==> config.mk <==
export PLATFORM = sky130hd
export DESIGN_NAME = ahb_sram_slave
export DESIGN_NICKNAME = d
export VERILOG_FILES = /design/src/rtl/ahb_sram_slave.sv
export SDC_FILE = /design/constraint.sdc
export NUM_CORES = 1
export LEC_CHECK = 0
export ABC_AREA = 1
export BUFFER_PORTS_ARGS = -buffer_cell sky130_fd_sc_hd__buf_2
export CORE_AREA = 2 2 86 88
export CTS_BUF_LIST = sky130_fd_sc_hd__clkbuf_8
export DETAILED_ROUTE_END_ITERATION = 8
export DIE_AREA = 0 0 88 90
export GPL_ROUTABILITY_DRIVEN = 0
export PLACE_DENSITY = 0.77
export SLEW_MARGIN = 20
export SYNTH_ARGS = -nofsm -noshare
export SYNTH_HDL_FRONTEND = slang
export SYNTH_SLANG_ARGS = --single-unit
==> constraint.sdc <==
create_clock -name clk -period 1.2 [get_ports clk]
set_input_delay 0.06 -clock clk [delete_from_list [all_inputs] [get_ports clk]]
set_output_delay 0.06 -clock clk [all_outputs]
set_load 0.01 [all_outputs]
==> src/rtl/ahb_sram_slave.sv <==
// ahb_sram_slave
// ---------------------------------------------------------------------------
// AHB-Lite responder in front of one single-port, word-organised synchronous
// SRAM macro. The SRAM has a one-cycle registered read.
//
// Read handling: a legal read is presented to the SRAM combinationally in its
// address phase, so the data returns in the data phase with no wait state.
//
// Write handling: a write is held until its data phase, because that is when
// HWDATA arrives. A read accepted during a write data phase would collide
// with that write on the single SRAM port. It is latched and replayed one
// cycle later, so the bus sees exactly one wait state. Because the write
// commits first, a read of the same word returns the new data.
//
// Error handling: a transfer that is not a word-sized, word-aligned access is
// answered with the two-cycle AHB ERROR response and never reaches the SRAM.
//
// Ports
//   clk, rst        clock; synchronous active-high reset
//   HSEL..HREADY    AHB-Lite slave inputs (HBURST ignored)
//   HRDATA          read data (zero outside a read data phase)
//   HREADYOUT       this slave's ready
//   HRESP           0 = OKAY, 1 = ERROR
//   MEM_enable      SRAM enable
//   MEM_write       SRAM write strobe
//   MEM_address     SRAM word address
//   MEM_in          SRAM write data
//   MEM_out         SRAM read data (one cycle after an enabled read)
// ---------------------------------------------------------------------------
module ahb_sram_slave #(
    parameter int ADDR_WIDTH = 16,
    parameter int DATA_WIDTH = 32
) (
    input  logic                  clk,
    input  logic                  rst,
    input  logic                  HSEL,
    input  logic [31:0]           HADDR,
    input  logic [1:0]            HTRANS,
    input  logic                  HWRITE,
    input  logic [2:0]            HSIZE,
    input  logic [2:0]            HBURST,
    input  logic [DATA_WIDTH-1:0] HWDATA,
    input  logic                  HREADY,
    output logic [DATA_WIDTH-1:0] HRDATA,
    output logic                  HREADYOUT,
    output logic                  HRESP,
    output logic                  MEM_enable,
    output logic                  MEM_write,
    output logic [ADDR_WIDTH-1:0] MEM_address,
    output logic [DATA_WIDTH-1:0] MEM_in,
    input  logic [DATA_WIDTH-1:0] MEM_out
);

    typedef enum logic [2:0] {
        S_IDLE,
        S_RD,
        S_WR,
        S_RD_WAIT,
        S_ERR1,
        S_ERR2
    } state_t;

    state_t                state;
    logic [ADDR_WIDTH-1:0] waddr;
    logic [ADDR_WIDTH-1:0] raddr;

    logic                  accept;
    logic                  illegal;
    logic                  port_free;
    logic [ADDR_WIDTH-1:0] haddr_word;

    // Decoder-owned upper address bits, burst type and the SEQ/NONSEQ
    // distinction carry no meaning here.
    logic unused_ok;
    assign unused_ok = ^{HBURST, HADDR[31:ADDR_WIDTH+2], HTRANS[0]};

    assign accept     = HSEL & HTRANS[1] & HREADY & ~rst;
    assign illegal    = (HSIZE != 3'b010) | (HADDR[1:0] != 2'b00);
    assign haddr_word = HADDR[ADDR_WIDTH+1:2];

    // The SRAM port is free for a fresh read in every state that is not
    // itself using it (WR, RD_WAIT) or stalling the bus (ERR1).
    assign port_free  = (state == S_IDLE) | (state == S_RD) | (state == S_ERR2);

    always_ff @(posedge clk) begin
        if (rst) begin
            state <= S_IDLE;
            waddr <= '0;
            raddr <= '0;
        end else begin
            case (state)
                S_RD_WAIT: state <= S_RD;
                S_ERR1:    state <= S_ERR2;
                default: begin
                    // IDLE, RD, WR and ERR2 all complete their data phase
                    // this cycle and may accept the next address phase.
                    if (!accept) begin
                        state <= S_IDLE;
                    end else if (illegal) begin
                        state <= S_ERR1;
                    end else if (HWRITE) begin
                        waddr <= haddr_word;
                        state <= S_WR;
                    end else if (state == S_WR) begin
                        // Port busy with the pending write: replay next cycle.
                        raddr <= haddr_word;
                        state <= S_RD_WAIT;
                    end else begin
                        state <= S_RD;
                    end
                end
            endcase
        end
    end

    always_comb begin
        HREADYOUT   = 1'b1;
        HRESP       = 1'b0;
        HRDATA      = '0;
        MEM_enable  = 1'b0;
        MEM_write   = 1'b0;
        MEM_address = '0;
        MEM_in      = '0;
        // Everything is held at its idle value while reset is asserted, so
        // a write pending in WR never strobes the SRAM in the reset cycle.
        if (!rst) begin
            case (state)
                S_RD: HRDATA = MEM_out;
                S_WR: begin
                    MEM_enable  = 1'b1;
                    MEM_write   = 1'b1;
                    MEM_address = waddr;
                    MEM_in      = HWDATA;
                end
                S_RD_WAIT: begin
                    HREADYOUT   = 1'b0;
                    MEM_enable  = 1'b1;
                    MEM_address = raddr;
                end
                S_ERR1: begin
                    HREADYOUT = 1'b0;
                    HRESP     = 1'b1;
                end
                S_ERR2: HRESP = 1'b1;
                default: ;
            endcase
            // Zero-wait read: issue in the address phase so the registered
            // SRAM output lines up with the data phase.
            if (port_free && accept && !illegal && !HWRITE) begin
                MEM_enable  = 1'b1;
                MEM_address = haddr_word;
            end
        end
    end

endmodule
# Word level (Yosys, flattened, before mapping)
# Index checks and enable logic that the tools add are counted.
[word_totals] register_bits=35 out_inout_bits=84 input_bits=109
[op_classes] n_bitwise=10 n_eq_ne=6 n_reduce_logical=12 mux=21
[ops] op="2-to-1 mux 32 bit" count=4
[ops] op="2-to-1 mux 16 bit" count=2
[ops] op="case mux 16 bit (2 select lines)" count=1
[ops] op="2-to-1 mux 1 bit" count=9
[ops] op="equality test 3 x 2 -> 1 bit, second input constant" count=2
[ops] op="equality test 3 bit, second input constant" count=2
[ops] op="2-to-1 mux 3 bit" count=2
[ops] op="case mux 3 bit (2 select lines)" count=1
[ops] op="OR reduction 2 bit" count=3
[ops] op="AND reduction 5 bit" count=1
[ops] op="2-to-1 mux 2 bit" count=2
[ops] op="NOT 1 bit" count=4
[ops] op="AND reduction 4 bit" count=1
[ops] op="bitwise AND 1 bit" count=3
[ops] op="equality test 3 x 1 -> 1 bit, second input constant" count=1
[ops] op="logical AND 1 bit" count=3
[ops] op="logical NOT 3 bit" count=1
[ops] op="inequality test 3 x 2 -> 1 bit, second input constant" count=1
[ops] op="OR 1 bit" count=3
[ops] op="logical NOT 1 bit" count=2
[ops] op="nonzero test 2 bit" count=1

# Depth between registers and ports, before layout
[depth] ltp_word=8 mapped_depth=9 depth_no_buf=8

# Worst setup path after synthesis
# Ideal clock, no wire load.
[synth_path] kind="register -> output" start="register state[2]" end="output port MEM_address[10]" n_path_buf=1 path_slack_ns=-0.104 path_stages_with_launch=7 t_arrival_ns=1.244 cell_sequence="dfxtp_1 -> inv_1 -> nand2_1 -> nor2_2 -> clkbuf_1 -> a21oi_1 -> a21oi_1"
[synth_between] elab_chain_cells=8 word_cells_on_any_way=13 cone_classes="eq/ne: 4; mux: 3; bitwise: 2; reduce/logical: 4"
[synth_lines] item="start: declaration" line="63" rtl="state_t state;"
[synth_lines] item="start signal: assignment" line="87" rtl="state <= S_IDLE;"
[synth_lines] item="start signal: assignment" line="92" rtl="S_RD_WAIT: state <= S_RD;"
[synth_lines] item="start signal: assignment" line="93" rtl="S_ERR1: state <= S_ERR2;"
[synth_lines] item="equality test 3 x 1 -> 1 bit / logical NOT 3 bit (equally long branches)" line="83" rtl="assign port_free = (state == S_IDLE) | (state == S_RD) | (state == S_ERR2);"
[synth_lines] item="OR 1 bit (2 in a row)" line="83"
[synth_lines] item="logical AND 1 bit (3 in a row)" line="149" rtl="if (port_free && accept && !illegal && !HWRITE) begin"
[synth_lines] item="2-to-1 mux 16 bit (*)" line="149"
[synth_lines] item="2-to-1 mux 16 bit (*)" line="126" rtl="if (!rst) begin"
[synth_lines] item="end: declaration" line="49" rtl="output logic [ADDR_WIDTH-1:0] MEM_address,"
# Mark *: on every way between the ends. The rest lies on a longest branch, timed or not.

# Worst setup path after layout
[layout_path] start="register state[2]" end="output port HRDATA[22]"
[layout_between] elab_chain_cells=3
[layout_lines] item="equality test 3 x 1 -> 1 bit" line="127" rtl="case (state)"
[layout_lines] item="2-to-1 mux 32 bit" line="127"
[layout_lines] item="2-to-1 mux 32 bit" line="126"
[layout_lines] item="end: declaration" line="44" rtl="output logic [DATA_WIDTH-1:0] HRDATA,"
# No other way between the ends.

==> summary.md <==
| Metric | Value |
|---|---|
| DIE AREA | `7920 um^2` |
| Reg clk slew, reported paths | `0.07 ns` |
| Slew HR | `81.49%` |
| Initial DRT Pass Iterations | `4` |
| Hold slack | `0.04658 ns` |
| Top cell type's share of synthesized area | `27.40%` |
| Hold/Removal Path Class | `input port to register` |
| Dpl ws | `-0.1628 ns` |
| Largest net degree at the start of global routing | `48` |
| Dominant synthesized flop cell | `dfxtp_1` |
| Non-Filler Instances | `745` |
| Synth area leaders | `dfxtp_1 (27%), nor2_1 (17%), nand2_1 (13%)` |
| Vias per cell | `4.691` |
| Layout area overhead | `91.49%` |
| CP Capture Type | `output pin` |
| Initial Util | `36.43%` |
| Status | `finished with violations` |
| Rows | `31` |
| Post-Synthesis Cells | `441` |
| VDD IR max | `444.1 uV` |
| Diodes inserted | `0` |
| First-pass GRT wire length | `14260 um` |
| Critical Path Source | `state[2]$_SDFF_PP0_` |
| CP max FO | `8` |
| CTS root buf | `clkbuf_8` |
| Req. time, crit path | `1.14 ns` |
| Clock Skew | `0.001287 ns` |
| Max clock buf depth | `2` |
| Final hold vios | `0` |
| Core area | `7020 um^2` |
| Top-count cell post-synth | `nor2_1` |
| Tmin final | `1.654 ns` |
| PD cells | `563.4 nW/um^2` |
| Setup slack, reg-to-reg | `-0.32 ns` |
| CP Launch Type | `register` |
| Post-synthesis cell area | `2557 um^2` |
| Synth top cells by count | `nor2_1 (117), nand2_1 (89), inv_1 (71), a21oi_1 (44), dfxtp_1 (35)` |
| I/O Buffers | `174` |
| Post-synth EDFFs | `0` |
| Routed len/inst | `13.93 um` |
| Cells on worst reg2reg path | `11` |
| Dpl cells | `717` |
| Worst-Skew Late Latency | `0.28 ns` |
| Antenna-violating nets left | `0` |
| Largest area contributor in the netlist | `dfxtp_1` |
| TritonCTS Buffers | `5` |
| Final count of negative-setup-slack endpoints | `119` |
| MaxCap Viol Count | `0` |
| Fmax | `604.5 MHz` |
| R2r startpoint | `state[2]$_SDFF_PP0_` |
| Clock sink total | `35` |
| Kind of critical path | `register to output pin` |
| Final Cell Area | `4897 um^2` |
| Proportion of layout cells with a drive suffix above 1 | `56.66%` |
| Leakage | `2.279 nW` |
| Fin nets | `754` |
| Violations in the final reports | `setup timing` |
| Final period utilization | `137.8%` |
| H-tree levels | `2` |
| Min-delay src | `HADDR[3]` |
| Die width | `88 um` |
| Dpl cell area | `3779 um^2` |
| # DRC | `0` |
| Slew Viols, Final | `0` |
| Synth cell types | `25` |
| Antenna violations before repair | `0` |
| Least-Margin Pin Slew | `0.2777 ns` |
| CTS tree | `built` |
| Reg-to-Reg End | `raddr[2]$_SDFFE_PP0P_` |
| Syn Area/Cell | `5.799 um^2` |
| CTS Hold Buffers Added | `0` |
| Total GRT Usage | `21.95%` |
| Drt total wl | `10380 um` |
| Number of synthesized register bits | `35` |
| Post-DP HPWL | `6480 um` |
| RSZ-0062 raised after global routing | `true` |
| Vias in the first global route | `3111` |
| Post-synth net total | `550` |
| Vias | `3495` |
| Setup crit end | `HRDATA[22]` |
| Total power | `2.759 mW` |
| IO Pins | `193` |
| DIE HEIGHT | `90 um` |
| Total grt overflow | `0` |
| Worst setup margin | `-0.4541 ns` |
| DR iter-0 viols | `106` |
| Synth warn | `0` |
| Register area share after synthesis | `27.40%` |
| Synth async-reset ratio | `0%` |
| CP Data Arrival Time | `1.59 ns` |
-- worst max-delay path: stages, from the launching register on --
cell	delay (ns)
dfxtp_2	0.35
inv_4	0.10
buf_4	0.11
buf_4	0.09
nand4_1	0.09
buf_6	0.17
clkbuf_16	0.18
nor2_4	0.11
buf_6	0.11
-- registers in the layout, summed over array words and instances (netlist names) --
register  count
raddr        16
state         3
waddr        16
-- worst min-delay path by stage --
stage                             to  cells past startpoint
6_report       waddr[1]$_SDFFE_PP0P_                      3
5_1_grt        waddr[3]$_SDFFE_PP0P_                      3
4_1_cts        waddr[5]$_SDFFE_PP0P_                      3
3_5_place_dp   waddr[0]$_SDFFE_PP0P_                      3
3_3_place_gp   waddr[0]$_SDFFE_PP0P_                      3
2_1_floorplan              HRDATA[0]                      2
-- logic make-up (layout without fill, tap and decap cells) --
logic type / count (synthesis) / in the layout / synth area share (%)
simple gates: 253 / 253 / 44.57
buf+inv: 100 / 305 / 16.54
compound gates: 53 / 53 / 11.50
flops: 35 / 35 / 27.40
-- timing repair --
item	4_1_cts	5_1_grt
endpoints found under the setup margin	117	119
buffers inserted	12	6
pin swaps	32	36
resized for setup	54	142
cloned	4	2
-- layer usage --
layer / wire length [um] / part of all wire (%) / track usage, %
met1: 4066 / 39 / 29.15
met2: 5375 / 52 / 35.98
met3: 770 / 7.4 / 5.051
met4: 165 / 1.6 / 4.615
met5: 0 / 0 / 0
-- cells in the final DEF, fill, tap and decap left out, types with 13 or more instances in the layout --
master   instances
a21oi_1         23
a21oi_2         25
buf_2          145
buf_4           23
buf_6           42
dfxtp_1         32
inv_1           69
nand2_1         65
nand2_2         14
nand3_2         13
nand4_1         17
nor2_1          67
nor2_2          21
nor2_4          34
-- power by group --
part           switching, mW  internal, mW
sequential           0.00424          1.16
clock                  0.418         0.672
combinational          0.292         0.213
-- per-stage QoR --
step,setup TNS [ns],utilization (%)
after CTS,-31.74,60.84
final,-41.20,69.76
after global placement,-3.144,53.82
after detailed placement,-5.733,53.82
after floorplan,-0.8744,-
after global routing,-49.28,69.76
-- cell type report --
class	instances	area, um^2
fillers	573	2123
multi-input cells	306	1999
repair buffers	225	1669
flip-flops and latches	35	709.4
inverters	72	277.8
well taps	99	123.9
clock buffers	6	82.58
clock inverters	2	35.03
Power figures use the tool's default switching activity.
